$ cat config.mk
export PLATFORM = sky130hd
export DESIGN_NAME = output_devices
export DESIGN_NICKNAME = d
export VERILOG_FILES = /design/src/rtl/output_devices.sv
export SDC_FILE = /design/constraint.sdc
export NUM_CORES = 1
export LEC_CHECK = 0
export CAP_MARGIN = 20
export CORE_ASPECT_RATIO = 1.1
export CORE_MARGIN = 8
export CORE_UTILIZATION = 35
export CTS_CLUSTER_DIAMETER = 40
export DETAILED_ROUTE_END_ITERATION = 8
export DONT_BUFFER_PORTS = 1
export GPL_TIMING_DRIVEN = 1
export HOLD_SLACK_MARGIN = 0.12
export PLACE_DENSITY = 0.54
export RECOVER_POWER = 25
export SYNTH_ARGS = -nofsm -noshare
export SYNTH_HDL_FRONTEND = slang
export SYNTH_SLANG_ARGS = --single-unit
$ cat constraint.sdc
create_clock -name clk -period 2.9 [get_ports clk]
set_clock_uncertainty 0.05 [all_clocks]
set_input_delay 0.29 -clock clk [delete_from_list [all_inputs] [get_ports clk]]
set_output_delay 0.29 -clock clk [all_outputs]
set_load 0.05 [all_outputs]
$ cat src/rtl/output_devices.sv
// output_devices: per-device output registers handed to peripherals over valid/ready.
// Optional readback port guarded by `OUTPUT_DEVICES_READBACK_EN.
module output_devices #(
  parameter int NUM_DEVICES = 2,
  parameter int WIDTH       = 32
) (
  input  logic             clk,
  input  logic             reset_n,
  input  logic [7:0]       address,
  input  logic [WIDTH-1:0] value,
  input  logic             write_en,
  output logic             write_ready,
  output logic [WIDTH-1:0] device0_values,
  output logic [WIDTH-1:0] device1_values,
  output logic             device0_valid,
  output logic             device1_valid,
  input  logic             device0_ready,
  input  logic             device1_ready,
  output logic             bad_address
`ifdef OUTPUT_DEVICES_READBACK_EN
  ,
  output logic [WIDTH-1:0] read_value
`endif
);

  typedef enum logic {IDLE = 1'b0, PENDING = 1'b1} chan_state_e;

  chan_state_e            state_q  [NUM_DEVICES];
  chan_state_e            state_d  [NUM_DEVICES];
  logic [WIDTH-1:0]       values_q [NUM_DEVICES];
  logic [WIDTH-1:0]       values_d [NUM_DEVICES];
  logic                   bad_q, bad_d;
  logic [NUM_DEVICES-1:0] sel;
  logic [NUM_DEVICES-1:0] ready_v;
  logic                   mapped;
  logic                   accept;

  // Full 8-bit compare per channel, so no upper-bit aliasing.
  always_comb begin
    sel     = '0;
    ready_v = '0;
    ready_v[0] = device0_ready;
    ready_v[1] = device1_ready;
    for (int i = 0; i < NUM_DEVICES; i++) begin
      sel[i] = (address == 8'(i));
    end
    mapped = |sel;
  end

  always_comb begin
    write_ready = 1'b1;
    for (int i = 0; i < NUM_DEVICES; i++) begin
      if (sel[i]) write_ready = (state_q[i] == IDLE) || ready_v[i];
    end
  end

  assign accept = write_en && write_ready;

  // An accepted write overrides a same-edge ack, keeping the channel pending.
  always_comb begin
    for (int i = 0; i < NUM_DEVICES; i++) begin
      state_d[i]  = state_q[i];
      values_d[i] = values_q[i];
      if (state_q[i] == PENDING && ready_v[i]) state_d[i] = IDLE;
      if (accept && sel[i]) begin
        state_d[i]  = PENDING;
        values_d[i] = value;
      end
    end
    bad_d = bad_q || (accept && !mapped);
  end

  always_ff @(posedge clk or negedge reset_n) begin
    if (!reset_n) begin
      for (int i = 0; i < NUM_DEVICES; i++) begin
        state_q[i]  <= IDLE;
        values_q[i] <= '0;
      end
      bad_q <= 1'b0;
    end else begin
      for (int i = 0; i < NUM_DEVICES; i++) begin
        state_q[i]  <= state_d[i];
        values_q[i] <= values_d[i];
      end
      bad_q <= bad_d;
    end
  end

  assign device0_values = values_q[0];
  assign device1_values = values_q[1];
  assign device0_valid  = (state_q[0] == PENDING);
  assign device1_valid  = (state_q[1] == PENDING);
  assign bad_address    = bad_q;

`ifdef OUTPUT_DEVICES_READBACK_EN
  always_comb begin
    read_value = '0;
    for (int i = 0; i < NUM_DEVICES; i++) begin
      if (sel[i]) read_value = values_q[i];
    end
  end
`endif

endmodule

## Yosys cells after proc, flatten, opt, wreduce, memory -nomap -nowiden

Cells that the tools add are included.

- Equal/unequal tests: 1
- Multiplexer cells: 6
- Bitwise operators: 2
- Reductions and logical operators: 14

Operators by type and width:

| cell | number |
|---|---|
| $eq 8x1->1 const B | 1 |
| $logic_not 8->1 | 1 |
| $logic_and 1x1->1 | 6 |
| $mux 1 | 6 |
| $reduce_bool 2->1 | 2 |
| $logic_or 1x1->1 | 3 |
| $not 1->1 | 2 |
| $reduce_or 2->1 | 1 |
| $logic_not 1->1 | 1 |

- Register bits: 67
- Output and inout port bits: 68
- Logic and storage cells: 28

## Depth between registers and ports, before layout

- Word-level depth: 7
- Depth in mapped cells: 4

## Least setup slack after synthesis

OpenSTA, ideal clock, no wires.

- Kind: reg-to-output
- Start point: register state_q (netlist bit device1_valid)
- End point: output write_ready
- Arrival: 1.364 ns
- Slack: 1.196 ns
- Stages on the path, launching flop included: 4
- Buffers on the path: 0
- Cells stage by stage: dfrtp_1 > nand2b_1 > mux2i_1 > nand3_1

- Longest elaborated chain between the ends: 3

Ends and longest elaborated chain:

| element | RTL line | source |
|---|---|---|
| from (decl) | 28 | `chan_state_e state_q [NUM_DEVICES];` |
| from (signal, indexed assignment) | 82 | `state_q[i] <= state_d[i];` |
| $not 1->1 | 53 | `if (sel[i]) write_ready = (state_q[i] == IDLE) \|\| ready_v[i];` |
| $logic_or 1x1->1 | 53 |  |
| $mux 1 | 53 |  |
| to (decl) | 12 | `output logic write_ready,` |

No other way between the ends.

## Final worst setup path

- Start point: register state_q (netlist bit device1_valid)
- End point: register values_q (netlist bit device1_values[14])

- Longest elaborated chain between the ends: 5

Ends and longest elaborated chain:

| element | RTL line | source |
|---|---|---|
| $not 1->1 | 53 |  |
| $logic_or 1x1->1 | 53 |  |
| $mux 1 | 53 |  |
| $logic_and 1x1->1 | 57 | `assign accept = write_en && write_ready;` |
| $logic_and 1x1->1 | 65 | `if (accept && sel[i]) begin` |
| to (signal, indexed assignment) | 83 | `values_q[i] <= values_d[i];` |
| to (decl) | 30 | `logic [WIDTH-1:0] values_q [NUM_DEVICES];` |

No other way between the ends.
A chain may end at the register's enable or synchronous reset.

==> reports/qor.txt <==
status: finished, violations left
failing checks: max-capacitance violations, max-slew violations
Seq/Total Area, Yosys: 60.2%
synth-to-layout area growth: 23.4%
worst-path maximum fanout: 32
Fin. Hold Viols: 0
Hold-fix buffers, CTS: 36
Final period util: 75.8%
Syn Std Cell Area: 0.00279 sq mm
Core Region: 0.00783 sq mm
Skew-Pair Late Insertion Delay: 330 ps
initial antenna violation count: 0
unrepaired setup endpoints after global routing: false
Max Transition Viols Final: 68
Slew @ Worst Pin: 1610 ps
DIE AREA: 0.0111 sq mm
Leak Pwr: 0.00178 uW
FF/Latch Area: 0.00168 sq mm
asr flop ratio synth: 100%
Root Buffer: clkbuf_8
# diodes: 0
filler cell count: 726
CTS tree: done
CTS H-tree depth: 3
Pre-Repair DR Iteration Count: 4
I/O Buffers: 0
Post-synth EDFFs: 0
Cell Rows: 34
GRT Total Usage: 12.4%
slowest cell on the critical path: nand4_4
CP Cell Sequence: nand2b_1, nand4_4, mux2_4
nets: 239
number of global-route vias before repair: 1,679
maximum clock frequency: 0.455 GHz
die width: 101 um
Antenna Nets Post-Route: 0
VDD IR-drop max: 0.000208 V
Synth Instances: 152
cell taking the most area after synthesis: dfrtp_1
Final min period: 2200 ps
yosys warns: 0
drt first-iter violations: 57
CP top delay family: simple AND/OR/NAND/NOR gates
Critical Path AT: 2360 ps
max capacitance violation total: 1
ranking of synthesized cells by area: dfrtp_1 (60%), mux2_4 (26%), mux2_2 (6.1%)
post_cts resized: 0
Avg WL per Cell: 21.5 um
worst setup path category: reg2reg
Final WS setup: 701 ps
largest net degree at the start of global routing: 68
worst relative slew slack: -7.64%
endpoint type of the worst setup path: register
via count: 1,490
Setup WS pre-CTS: 662 ps
syn_nets: 197
PwrDens: 618 mW/mm^2
CTS Buf Count: 9
M1 GR Usage: 12.6%
Reg clk slew, reported paths: 70 ps
DRC viols: 0
cell area after layout: 0.00344 sq mm
layout cell share with drive strength beyond 1: 42.2%
routing usage on met2: 21.1%
most frequent cell after synthesis: dfrtp_1
synth unique cells: 15
drt total wl: 6590 um
slowest stage delay, CP: 650 ps
grt ovf: 0
WP data required: 3070 ps
Max clock buf depth: 2
startpoint types: register
multi-input logic area: 0.00104 sq mm
Buf+Inv Stages, Crit Path: 0
setup_tns: 0 ps
final setup fails: 0
Synth top cells by count: dfrtp_1 (67), mux2_4 (49), mux2_2 (15)
Vias/cell: 4.85
GPL Wtd Cong: 0.707
top-area cell type share of the netlist area: 60.2%
Hold Path Class: in2reg
Min Hold Slack: 150 ps
r2r setup slk: 700 ps
syn avg cell area: 18.3 sq um
met3 Track Usage GR: 5.57%
Ports: 113
Core Util, Final: 43.9%
Die Height: 110 um
first-pass GRT wire length: 10,400 um
clock net sink count: 67
gr busiest metal: met2
Primary FF master, synth: dfrtp_1
Starting Density: 35.6%
Post-DP Area: 0.00287 sq mm
Post-CTS Setup Inserts: 0
Yosys reg bits: 67
==> registers in the layout (all words and copies together), names as in the netlist <==
signal,flops
device0_values,32
device1_values,32
bad_address,1
device0_valid,1
device1_valid,1
==> metal layers <==
metal | share of wire, % | vias to the layer above
li1 | - | 624
met1 | 35 | 784
met2 | 52 | 69
met3 | 10 | 13
met4 | 2.5 | 0
met5 | 0 | -
==> final timing paths <==
| check | start | cells past startpoint | endpoint |
|---|---|---|---|
| max reg2reg | device1_valid | 3 | device1_values[14] |
| min | address[6] | 3 | device1_valid |
| min in group asynchronous | reset_n | 2 | device0_values[11] |
| min reg2reg | bad_address | 1 | bad_address |
| max in group asynchronous | reset_n | 2 | device0_values[21] |
| max | device1_valid | 3 | device1_values[14] |
==> worst min-delay path, cell delays in order <==
cell     delay (ps)
nor4_4           40
nand2_1          70
o21ai_0          90
==> logic make-up after synthesis <==
group	synth area share, %
AOI/OAI and AO/OA	0.449
muxes	32.8
buffers and inverters	2.42
and+or+nand+nor	4.13
DFF	60.2
==> layout make-up <==
cell class,count,area share [%]
sequential,67,48.8
multi-input combinational,79,30.3
timing repair buffer,37,10.9
tap,108,3.93
clock buffer,11,3.82
clock inverter,5,2.26
==> stage by stage <==
step / instances / power, uW
final: 307 / 2130
after global routing: 307 / 2210
after CTS: 307 / 2160
after detailed placement: 255 / 1250
after global placement: 255 / 1250
after floorplan: 152 / 1230
==> placed cells by master, fill, tap and decap left out, types with 2 or more instances in the layout <==
cell,synthesis,final
nand4_4,2,2
bufinv_16,0,2
clkbuf_8,0,9
clkinv_2,0,2
mux2_4,49,49
dlygate4sd3_1,0,35
dfrtp_1,67,67
clkbuf_1,0,2
mux2_2,15,15
nand2_1,3,3
nand2b_1,2,2
==> power by group <==
group	leakage [uW]	switching (uW)	total, uW	internal, uW
clock network	0.000103	345	827	482
logic	0.000755	46.7	132	85.8
registers	0.000919	192	1170	974
total	0.00178	584	2130	1540
Power figures use the tool's default switching activity.
